--- src/rtl/proc_mem_loader_pkg.sv ---
// Shared types and constants for the processor memory loader.
package proc_mem_loader_pkg;

  typedef enum logic [1:0] {
    ST_IDLE   = 2'd0,
    ST_LOAD   = 2'd1,
    ST_VERIFY = 2'd2,
    ST_DONE   = 2'd3
  } state_e;

  localparam logic MEMREQ_READ  = 1'b0;
  localparam logic MEMREQ_WRITE = 1'b1;

endpackage

--- src/rtl/proc_mem_loader_addr_gen.sv ---
// Word address generator: latched base, word index, last-word flag.
// Shared by the load pass and the optional read-back pass.
module proc_mem_loader_addr_gen
  import proc_mem_loader_pkg::*;
#(
  parameter int CNT_W = 16
) (
  input  logic             clk_i,
  input  logic             rst_ni,
  input  logic             load_i,
  input  logic             clr_i,
  input  logic             inc_i,
  input  logic [31:0]      base_i,
  input  logic [CNT_W-1:0] num_words_i,
  output logic [31:0]      addr_o,
  output logic             last_o
);

  logic [31:0]      base_q, base_d;
  logic [CNT_W-1:0] num_q, num_d;
  logic [CNT_W-1:0] idx_q, idx_d;

  always_comb begin
    base_d = base_q;
    num_d  = num_q;
    idx_d  = idx_q;
    if (load_i) begin
      base_d = base_i;
      num_d  = num_words_i;
      idx_d  = '0;
    end else if (clr_i) begin
      idx_d = '0;
    end else if (inc_i) begin
      idx_d = idx_q + CNT_W'(1);
    end
  end

  always_ff @(posedge clk_i) begin
    if (!rst_ni) begin
      base_q <= '0;
      num_q  <= '0;
      idx_q  <= '0;
    end else begin
      base_q <= base_d;
      num_q  <= num_d;
      idx_q  <= idx_d;
    end
  end

  // 32-bit sum wraps naturally past the top of the address space.
  assign addr_o = base_q + (32'(idx_q) << 2);
  assign last_o = (idx_q == (num_q - CNT_W'(1)));

endmodule

--- src/rtl/proc_mem_loader.sv ---
// Streams words into data memory while holding the processor in reset.
// Define PROC_MEM_LOADER_VERIFY_EN to add a read-back checksum pass (VERIFY).
//   state  | meaning
//   IDLE   | waiting for start, processor held in reset
//   LOAD   | accepting stream words, one write per handshake
//   VERIFY | reading back each word, summing for comparison
//   DONE   | load finished, processor released
module proc_mem_loader
  import proc_mem_loader_pkg::*;
#(
  parameter int CNT_W = 16
) (
  input  logic             clk_i,
  input  logic             rst_ni,
  input  logic             start_i,
  input  logic [31:0]      base_addr_i,
  input  logic [CNT_W-1:0] num_words_i,
  input  logic             in_val_i,
  output logic             in_rdy_o,
  input  logic [31:0]      in_data_i,
  output logic             memreq_val_o,
  output logic             memreq_type_o,
  output logic [31:0]      memreq_addr_o,
  output logic [31:0]      memreq_wdata_o,
  input  logic [31:0]      memresp_rdata_i,
  output logic             proc_rst_o,
  output logic             busy_o,
  output logic             done_o,
  output logic             err_o,
  output logic [31:0]      checksum_o
);

  state_e      state_q, state_d;
  logic [31:0] checksum_q, checksum_d;
  logic        ag_load, ag_clr, ag_inc;
  logic [31:0] ag_addr;
  logic        ag_last;

`ifdef PROC_MEM_LOADER_VERIFY_EN
  logic        err_q, err_d;
  logic [31:0] rsum_q, rsum_d;
  logic [31:0] rsum_add;
  assign rsum_add = rsum_q + memresp_rdata_i;
`else
  logic rdata_unused;
  assign rdata_unused = ^memresp_rdata_i;
`endif

  proc_mem_loader_addr_gen #(.CNT_W(CNT_W)) u_addr_gen (
    .clk_i       (clk_i),
    .rst_ni      (rst_ni),
    .load_i      (ag_load),
    .clr_i       (ag_clr),
    .inc_i       (ag_inc),
    .base_i      (base_addr_i),
    .num_words_i (num_words_i),
    .addr_o      (ag_addr),
    .last_o      (ag_last)
  );

  always_comb begin
    state_d        = state_q;
    checksum_d     = checksum_q;
    in_rdy_o       = 1'b0;
    memreq_val_o   = 1'b0;
    memreq_type_o  = MEMREQ_READ;
    memreq_addr_o  = '0;
    memreq_wdata_o = '0;
    ag_load        = 1'b0;
    ag_clr         = 1'b0;
    ag_inc         = 1'b0;
`ifdef PROC_MEM_LOADER_VERIFY_EN
    err_d          = err_q;
    rsum_d         = rsum_q;
`endif
    case (state_q)
      ST_IDLE, ST_DONE: begin
        if (start_i) begin
          checksum_d = '0;
`ifdef PROC_MEM_LOADER_VERIFY_EN
          err_d      = 1'b0;
`endif
          if (num_words_i != '0) begin
            ag_load = 1'b1;
            state_d = ST_LOAD;
          end else begin
            state_d = ST_DONE;
          end
        end
      end
      ST_LOAD: begin
        in_rdy_o = 1'b1;
        if (in_val_i) begin
          memreq_val_o   = 1'b1;
          memreq_type_o  = MEMREQ_WRITE;
          memreq_addr_o  = ag_addr;
          memreq_wdata_o = in_data_i;
          checksum_d     = checksum_q + in_data_i;
          if (ag_last) begin
`ifdef PROC_MEM_LOADER_VERIFY_EN
            ag_clr  = 1'b1;
            rsum_d  = '0;
            state_d = ST_VERIFY;
`else
            state_d = ST_DONE;
`endif
          end else begin
            ag_inc = 1'b1;
          end
        end
      end
`ifdef PROC_MEM_LOADER_VERIFY_EN
      ST_VERIFY: begin
        memreq_val_o  = 1'b1;
        memreq_type_o = MEMREQ_READ;
        memreq_addr_o = ag_addr;
        rsum_d        = rsum_add;
        if (ag_last) begin
          err_d   = (rsum_add != checksum_q);
          state_d = ST_DONE;
        end else begin
          ag_inc = 1'b1;
        end
      end
`endif
      default: state_d = ST_IDLE;
    endcase
  end

  always_ff @(posedge clk_i) begin
    if (!rst_ni) begin
      state_q    <= ST_IDLE;
      checksum_q <= '0;
`ifdef PROC_MEM_LOADER_VERIFY_EN
      err_q      <= 1'b0;
      rsum_q     <= '0;
`endif
    end else begin
      state_q    <= state_d;
      checksum_q <= checksum_d;
`ifdef PROC_MEM_LOADER_VERIFY_EN
      err_q      <= err_d;
      rsum_q     <= rsum_d;
`endif
    end
  end

`ifdef PROC_MEM_LOADER_VERIFY_EN
  assign err_o = err_q;
`else
  assign err_o = 1'b0;
`endif

  assign busy_o     = (state_q == ST_LOAD) || (state_q == ST_VERIFY);
  assign done_o     = (state_q == ST_DONE);
  assign proc_rst_o = (state_q != ST_DONE);
  assign checksum_o = checksum_q;

endmodule

--- config.mk ---
export PLATFORM = sky130hd
export DESIGN_NAME = proc_mem_loader
export DESIGN_NICKNAME = d
export VERILOG_FILES = /design/src/rtl/proc_mem_loader_pkg.sv /design/src/rtl/proc_mem_loader_addr_gen.sv /design/src/rtl/proc_mem_loader.sv
export SDC_FILE = /design/constraint.sdc
export NUM_CORES = 1
export LEC_CHECK = 0
export BUFFER_PORTS_ARGS = -buffer_cell sky130_fd_sc_hd__buf_2
export CAP_MARGIN = 15
export CORE_ASPECT_RATIO = 1.2
export CORE_MARGIN = 2
export CORE_UTILIZATION = 57
export DETAILED_ROUTE_END_ITERATION = 10
export GPL_TIMING_DRIVEN = 0
export PLACE_DENSITY_LB_ADDON = 0.08
export SETUP_SLACK_MARGIN = 0.5
export SLEW_MARGIN = 5
export SYNTH_ARGS = -nofsm -noshare
export SYNTH_HDL_FRONTEND = slang
export SYNTH_SLANG_ARGS = --single-unit
export TNS_END_PERCENT = 50
--- constraint.sdc ---
create_clock -name clk_i -period 5 [get_ports clk_i]
set_clock_uncertainty 0.15 [all_clocks]
set_input_delay 0.5 -clock clk_i [delete_from_list [all_inputs] [get_ports clk_i]]
set_output_delay 0.5 -clock clk_i [all_outputs]
set_load 0.02 [all_outputs]
==> qor.csv, run 1 <==
stage,metric,value,unit
floorplan,io pins,219,
placement,DP Worst Slack,1110,ps
run,max cap viols,0,
cells_and_area,Register Area,1960,um2
cells_and_area,multi-input logic area,5100,um2
pwr,Final Power,3400,uW
floorplan,Total Die Area,13800,um2
grt,all-layer global routing usage,0.293,
timing,Least-Margin Pin Slew,890,ps
cells_and_area,# diodes,0,
floorplan,row count,45,
yosys,sequential cell area fraction in the yosys report,0.267,
timing,slew margin rel.,0.401,
timing,hold violation total from the final report,0,
timing,TNS Setup,0,ps
yosys,ys async rst share,0,
yosys,Main synth FF type,dfxtp_1,
status,outcome,finished clean,
yosys,Synth Area in Adders,0.0939,
yosys,fraction of synthesized area in multiplexers,0.00817,
cells_and_area,final cell count without fillers,1320,
placement,I/O Buffers,185,
grt,GRT overflow,0,
clocking,Worst-path clk slew,70,ps
pwr,Pwr Density,385,nW/um2
timing,RSZ-0062 raised after global routing,no,
yosys,synthesized flop and latch total,98,
clocking,CTS tree,yes,
timing,FMAX,238,MHz
timing,minimum clock period after layout,4210,ps
clocking,total clock buffers created by CTS,9,
timing,final worst setup slack,791,ps
yosys,main combinational cell family by area after synthesis,simple AND/OR/NAND/NOR gates,
pwr,VDD IR max,0.000222,V
worst_setup_path,crit end category,output port,
yosys,syn avg cell area,7.70,um2
floorplan,Die Y,128,um
cells_and_area,Final #Nets,1321,
floorplan,initial core utilization,0.583,
placement,dpl hpwl,15800,um
clocking,CTS max path bufs,2,
timing,final setup fails,0,
worst_setup_path,kind of critical path,reg -> out,
clocking,CTS sink count,98,
clocking,clock latency on the worst-skew pair,360,ps
worst_setup_path,worst path required time,4350,ps
cells_and_area,layout cells sized above 1,0.202,
route,final wirelength,20300,um
worst_setup_path,CP startpoint kind,flip-flop,
clocking,clock root cell,clkbuf_16,
clocking,H-tree lvl count,3,
worst_setup_path,crit-path max FO,8,
yosys,post-synth net total,1125,
cells_and_area,Finished Core Util,0.699,
cells_and_area,fill count,1181,
grt,vias in the first global route,7022,
yosys,simple-gate area share of the yosys netlist,0.281,
route,drt wl/cell,15.4,um
yosys,"Distinct cells, synth",72,
route,Pre-antenna DRT Iters,5,
worst_setup_path,WP data arrival,3560,ps
route,DR vias/cell,5.67,
hold_path,Hold Crit Depth,3,
timing,Final Max Slew Viols,0,
route,Iter 0 DRT Violations,317,
yosys,XOR/XNOR Fraction of Synth Area,0.0965,
yosys,Synth Instances,955,
placement,dpl cells,1304,
grt,first-pass GRT wire length,32500,um
yosys,synth warn,0,
worst_setup_path,R2R Setup Slk,1630,ps
route,post-route ant nets,0,
pwr,Leak Pwr,0.00405,uW
yosys,post-synthesis compound-gate area fraction,0.212,
floorplan,chip width,108,um
floorplan,Core Area,12600,um2
grt,pin count of the biggest net entering global routing,16,
grt,initial antenna violation count,1,
cells_and_area,Layout area overhead,20.0,%
route,via count,7490,
timing,fin crit share,0.842,
yosys,synthesized area,7350,um2
yosys,number of synthesized flops with an enable pin,0,
clocking,hold_buf cts,0,
route,drt drc,0,
hold_path,Hold WC Path Type,in -> reg,
placement,routability congestion estimate,0.887,
worst_setup_path,R2R depth,11,
where the power goes:
part	switching (uW)	internal, uW
clock	319	467
combinational	1020	582
sequential	108	903
total	1450	1950
through the flow:
| step | area, um2 | hold WS [ps] |
|---|---|---|
| final | 8820 | 240 |
| after global routing | 8820 | 240 |
| after CTS | 8810 | 235 |
| after detailed placement | 8480 | 309 |
| after global placement | 8480 | 298 |
| after floorplan | 7350 | 289 |
logic make-up after synthesis:
family	Yosys count
simple gates	415
compound gates	228
flops	98
xor+xnor	81
buf+inv	72
fa+ha+maj	54
mux	6
other cells	1
cell usage in the layout (no fill, tap or decap), types with 7 or more instances in the layout:
master,instances
a211oi_1,7
a21boi_0,50
a21o_1,17
a21oi_1,44
a22oi_1,15
a31oi_1,8
and3_1,46
buf_2,188
clkbuf_1,41
clkbuf_16,9
dfxtp_1,98
ha_1,52
inv_1,20
nand2_1,160
nand2b_1,10
nand3_1,13
nand4_1,10
nor2_1,70
nor2b_1,26
nor3_1,20
nor3b_1,8
nor4_1,9
o21ai_0,41
or2_2,7
xnor2_1,58
xor2_1,23
final cells by class:
| class | count | area share |
|---|---|---|
| plain buffers | 52 | 0.0255 |
| clock buffers | 12 | 0.0291 |
| clock inverters | 4 | 0.00837 |
| inverters | 20 | 0.00851 |
| multi-input cells | 785 | 0.578 |
| flip-flops and latches | 98 | 0.222 |
| well taps | 164 | 0.0233 |
| repair buffers | 185 | 0.105 |
layer usage:
layer | share of wire | wire, um | GRT usage | vias up
met5 | 0.00054 | 11 | 0 | -
met2 | 0.51 | 10300 | 0.537 | 197
met4 | 0.027 | 554 | 0.113 | 2
li1 | - | - | - | 3761
met1 | 0.41 | 8430 | 0.337 | 3487
met3 | 0.050 | 1020 | 0.0527 | 43
synthesized netlist by cell type (4+ instances only):
library cell	count	area [um2]
nand2_1	160	601
dfxtp_1	98	1960
nor2_1	70	263
xnor2_1	58	508
ha_1	52	651
a21boi_0	50	375
and3_1	46	288
a21oi_1	44	220
o21ai_0	41	205
clkbuf_1	40	150
nor2b_1	26	163
xor2_1	23	201
inv_1	20	75.1
nor3_1	20	100
a21o_1	17	128
a22oi_1	15	113
nand3_1	13	65.1
nand2b_1	10	62.6
nand4_1	10	62.6
nor4_1	9	56.3
a31oi_1	8	50.1
nor3b_1	8	60.1
a211oi_1	7	52.6
or2_2	7	43.8
mux2i_1	6	60.1
nor3_2	6	60.1
o21a_1	6	45.0
or3_1	6	37.5
buf_1	5	18.8
and2_1	4	25.0
o211ai_1	4	30.0
o21bai_1	4	30.0
o31a_1	4	35.0
repair_timing:
| item | CTS | global route |
|---|---|---|
| setup buffers | 0 | 0 |
| setup endpoints to repair | 0 | 1 |
| gates resized for setup | 0 | 1 |
state kept, by name (all words and copies together) (netlist names):
name	flops
checksum_o	32
state_q	2
u_addr_gen.base_q	32
u_addr_gen.idx_q	16
u_addr_gen.num_q	16
final timing paths:
kind | from | to
worst max-delay path | u_addr_gen.idx_q[0] | memreq_addr_o[20]
worst min-delay path | base_addr_i[25] | u_addr_gen.base_q[25]
worst max register to register | checksum_o[0] | checksum_o[30]
worst min register to register | u_addr_gen.base_q[1] | u_addr_gen.base_q[1]
worst max-delay path: stages (launching register included):
cell and delay [ps]:
dfxtp_1 440, ha_1 260, inv_1 80, fa_1 380, nor2b_1 160, o21a_1 150, o21ai_0 150, a211oi_1 300
nor3_1 130, o31a_1 430, or3_1 380, a21oi_1 150, buf_2 190
No activity file was read; power rests on OpenSTA's default activity.
==> run 2: changes to the inputs <==
CORE_UTILIZATION = 48   (was 57)
clock period = 3.55 ns   (was 5 ns; I/O delays follow)
==> run 2 against run 1 <==
Via count increased by 0.45%; hold slack worse by 160 ps; highest routed layer is now met4; die area up 18%; final area up 11%; sequential power increased by 42%; power increased by 48%; clock power is 39% higher; core utilization decreased by 4.8 points; count of clock-buffer cells in the layout is 1 higher; sequential share of layout area fell by 1.9 points.
==> qor.csv, run 2 (synthesized netlist as in run 1, its figures left out) <==
stage,metric,value,unit,change
route,drt wl/cell,15.8,um,was 15.4 um
worst_setup_path,Reg-to-Reg Start,u_addr_gen.num_q[4],,was checksum_o[0]
hold_path,hold wc startpoint,base_addr_i[3],,was base_addr_i[25]
hold_path,Hold Crit Depth,3,,unchanged
floorplan,io pins,219,,unchanged
cells_and_area,Layout area overhead,32.6,%,was 20.0%
clocking,CTS tree,yes,,unchanged
worst_setup_path,crit path cell chain,"ha_4, inv_2, fa_2, nor2b_4, o21a_1, o21ai_4, a211oi_2, nor3_2, o31a_4, buf_4, nor3_4, xnor2_1, nor2_2, buf_6",,"was ha_1, inv_1, fa_1, nor2b_1, o21a_1, o21ai_0, a211oi_1, nor3_1, o31a_1, or3_1, a21oi_1, buf_2"
cells_and_area,layout cells sized above 1,0.296,,was 0.202
timing,FMAX,285,MHz,
route,Iter 0 DRT Violations,258,,was 317
route,Max Used Layer,met4,,was met5
timing,Final Max Slew Viols,0,,unchanged
worst_setup_path,crit-path max FO,8,,unchanged
placement,Post-DP Area,8600,um2,was 8480 um2
worst_setup_path,CP startpoint kind,flip-flop,,unchanged
worst_setup_path,R2R Setup Slk,260,ps,was 1630 ps
timing,TNS Setup,0,ps,unchanged
placement,dpl cells,1344,,was 1304
floorplan,row count,49,,was 45
clocking,clock latency on the worst-skew pair,360,ps,about the same
clocking,clock root cell,clkbuf_16,,unchanged
hold_path,Hold WC Path Type,in -> reg,,unchanged
pwr,VDD IR max,0.000294,V,was 0.000222 V
timing,fin crit share,0.987,,
placement,routability congestion estimate,0.849,,was 0.887
clocking,CTS sink count,98,,unchanged
clocking,total clock buffers created by CTS,9,,unchanged
grt,vias in the first global route,7287,,was 7022
floorplan,Total Die Area,16300,um2,was 13800 um2
timing,slew margin rel.,0.511,,was 0.401
worst_setup_path,slowest cell on the critical path,dfxtp_4,,was dfxtp_1
worst_setup_path,crit end category,output port,,unchanged
clocking,hold_buf cts,0,,unchanged
floorplan,initial core utilization,0.491,,was 0.583
cells_and_area,cell area after layout,9750,um2,was 8820 um2
grt,first-pass GRT wire length,34600,um,was 32500 um
timing,final setup fails,0,,unchanged
grt,initial antenna violation count,2,,was 1
worst_setup_path,WP data arrival,3000,ps,was 3560 ps
pwr,Leak Pwr,0.00445,uW,was 0.00405 uW
worst_setup_path,worst path required time,3040,ps,was 4350 ps
floorplan,Die Y,140,um,was 128 um
worst_setup_path,kind of critical path,reg -> out,,unchanged
worst_setup_path,CP bufs+invs,3,,was 2
worst_setup_path,R2R depth,11,,unchanged
clocking,CTS max path bufs,2,,unchanged
clocking,Worst-path clk slew,70,ps,about the same
grt,GRT overflow,0,,unchanged
route,met2 WL,11300,um,was 10300 um
placement,dpl hpwl,16200,um,was 15800 um
route,via count,7524,,was 7490
worst_setup_path,cell family with most CP delay,compound AO/OA/AOI/OAI gates,,unchanged
grt,pin count of the biggest net entering global routing,15,,was 16
route,drt drc,0,,unchanged
cells_and_area,"commonest non-fill, non-tap cells in the layout","buf_2 (167), nand2_1 (160), dfxtp_1 (89)",,"was buf_2 (188), nand2_1 (160), dfxtp_1 (98)"
route,wire length on met1,8960,um,was 8430 um
placement,DP Worst Slack,-85.9,ps,was 1110 ps
status,outcome,finished clean,,unchanged
cells_and_area,fill count,1405,,was 1181
run,max cap viols,0,,unchanged
cells_and_area,final cell count without fillers,1387,,was 1320
timing,hold violation total from the final report,0,,unchanged
clocking,H-tree lvl count,3,,unchanged
hold_path,hold endpoint,u_addr_gen.base_q[3],,was u_addr_gen.base_q[25]
route,Pre-antenna DRT Iters,4,,was 5
cells_and_area,"commonest non-fill, non-tap cell in the layout",buf_2,,unchanged
route,DR vias/cell,5.42,,was 5.67
worst_setup_path,RR Endpoint,u_addr_gen.idx_q[12],,was checksum_o[30]
cells_and_area,Final #Nets,1348,,was 1321
route,routed length on met3,1010,um,was 1020 um
timing,Least-Margin Pin Slew,733,ps,was 890 ps
worst_setup_path,max incr delay on CP,360,ps,was 440 ps
timing,RSZ-0062 raised after global routing,yes,,was no
placement,I/O Buffers,185,,unchanged
route,final wirelength,21900,um,was 20300 um
floorplan,chip width,117,um,was 108 um
timing,final worst setup slack,46.6,ps,was 791 ps
floorplan,Core Area,15000,um2,was 12600 um2
grt,all-layer global routing usage,0.266,,was 0.293
route,post-route ant nets,0,,unchanged
pwr,Pwr Density,514,nW/um2,was 385 nW/um2
timing,minimum clock period after layout,3500,ps,
## run 2: repair_timing
| item | CTS | global route |
|---|---|---|
| pin swaps | 24 | 59 |
| buffers inserted | 18 | 8 |
| gates cloned | 0 | 1 |
| setup endpoints to repair | 40 | 50 |
| gates resized for setup | 53 | 96 |
## run 2: power by group
| group | total (uW) | switching (uW) | internal, uW |
|---|---|---|---|
| sequential | 1430 | 159 | 1280 |
| combinational | 2480 | 1560 | 929 |
| clock | 1090 | 439 | 654 |
## run 2: metal layers
layer  up-vias  global-route usage
li1       3833                   -
met5         -                   0
met2       181               0.470
met1      3472               0.311
met4         0               0.108
met3        38              0.0497
## run 2: worst register-to-register path, cell delays in order (launching register included)
cell       delay [ps]
dfxtp_2           310
buf_6             130
or4_4             590
o31ai_4           280
o311ai_4          150
a221oi_2          270
o221ai_2          190
o31ai_4           570
clkbuf_16         270
nor3_4             40
xnor2_1           160
nor2_1             50
## run 2: metrics by stage
stage	total power [uW]	util	hold slack, ps
2_1_floorplan	3070	-	289
3_3_place_gp	3710	0.575	299
3_5_place_dp	3730	0.575	313
4_1_cts	4870	0.619	83.3
5_1_grt	5360	0.651	88.5
6_report	5010	0.652	84.3
## run 2: worst max-delay path by stage
stage | start | slack (ps) | to | cells after the start
floorplan | u_addr_gen.idx_q[1] | 450 | memreq_addr_o[27] | 10
global placement | u_addr_gen.idx_q[1] | -110 | memreq_addr_o[31] | 11
detailed placement | u_addr_gen.idx_q[1] | -90 | memreq_addr_o[29] | 11
CTS | u_addr_gen.idx_q[0] | -30 | memreq_addr_o[26] | 13
global route | u_addr_gen.idx_q[0] | -90 | memreq_addr_o[30] | 14
finish | u_addr_gen.idx_q[0] | 50 | memreq_addr_o[28] | 14
## run 2: cell type report
type / count / area (um2) / share of cell area
plain buffers: 52 / 231 / 0.0237
well taps: 204 / 255 / 0.0262
flip-flops and latches: 98 / 1980 / 0.203
clock inverters: 2 / 60.1 / 0.00616
clock buffers: 13 / 260 / 0.0267
inverters: 20 / 75.1 / 0.00770
repair buffers: 212 / 1260 / 0.129
diodes: 1 / 2.50 / 0.000257
multi-input cells: 785 / 5630 / 0.577
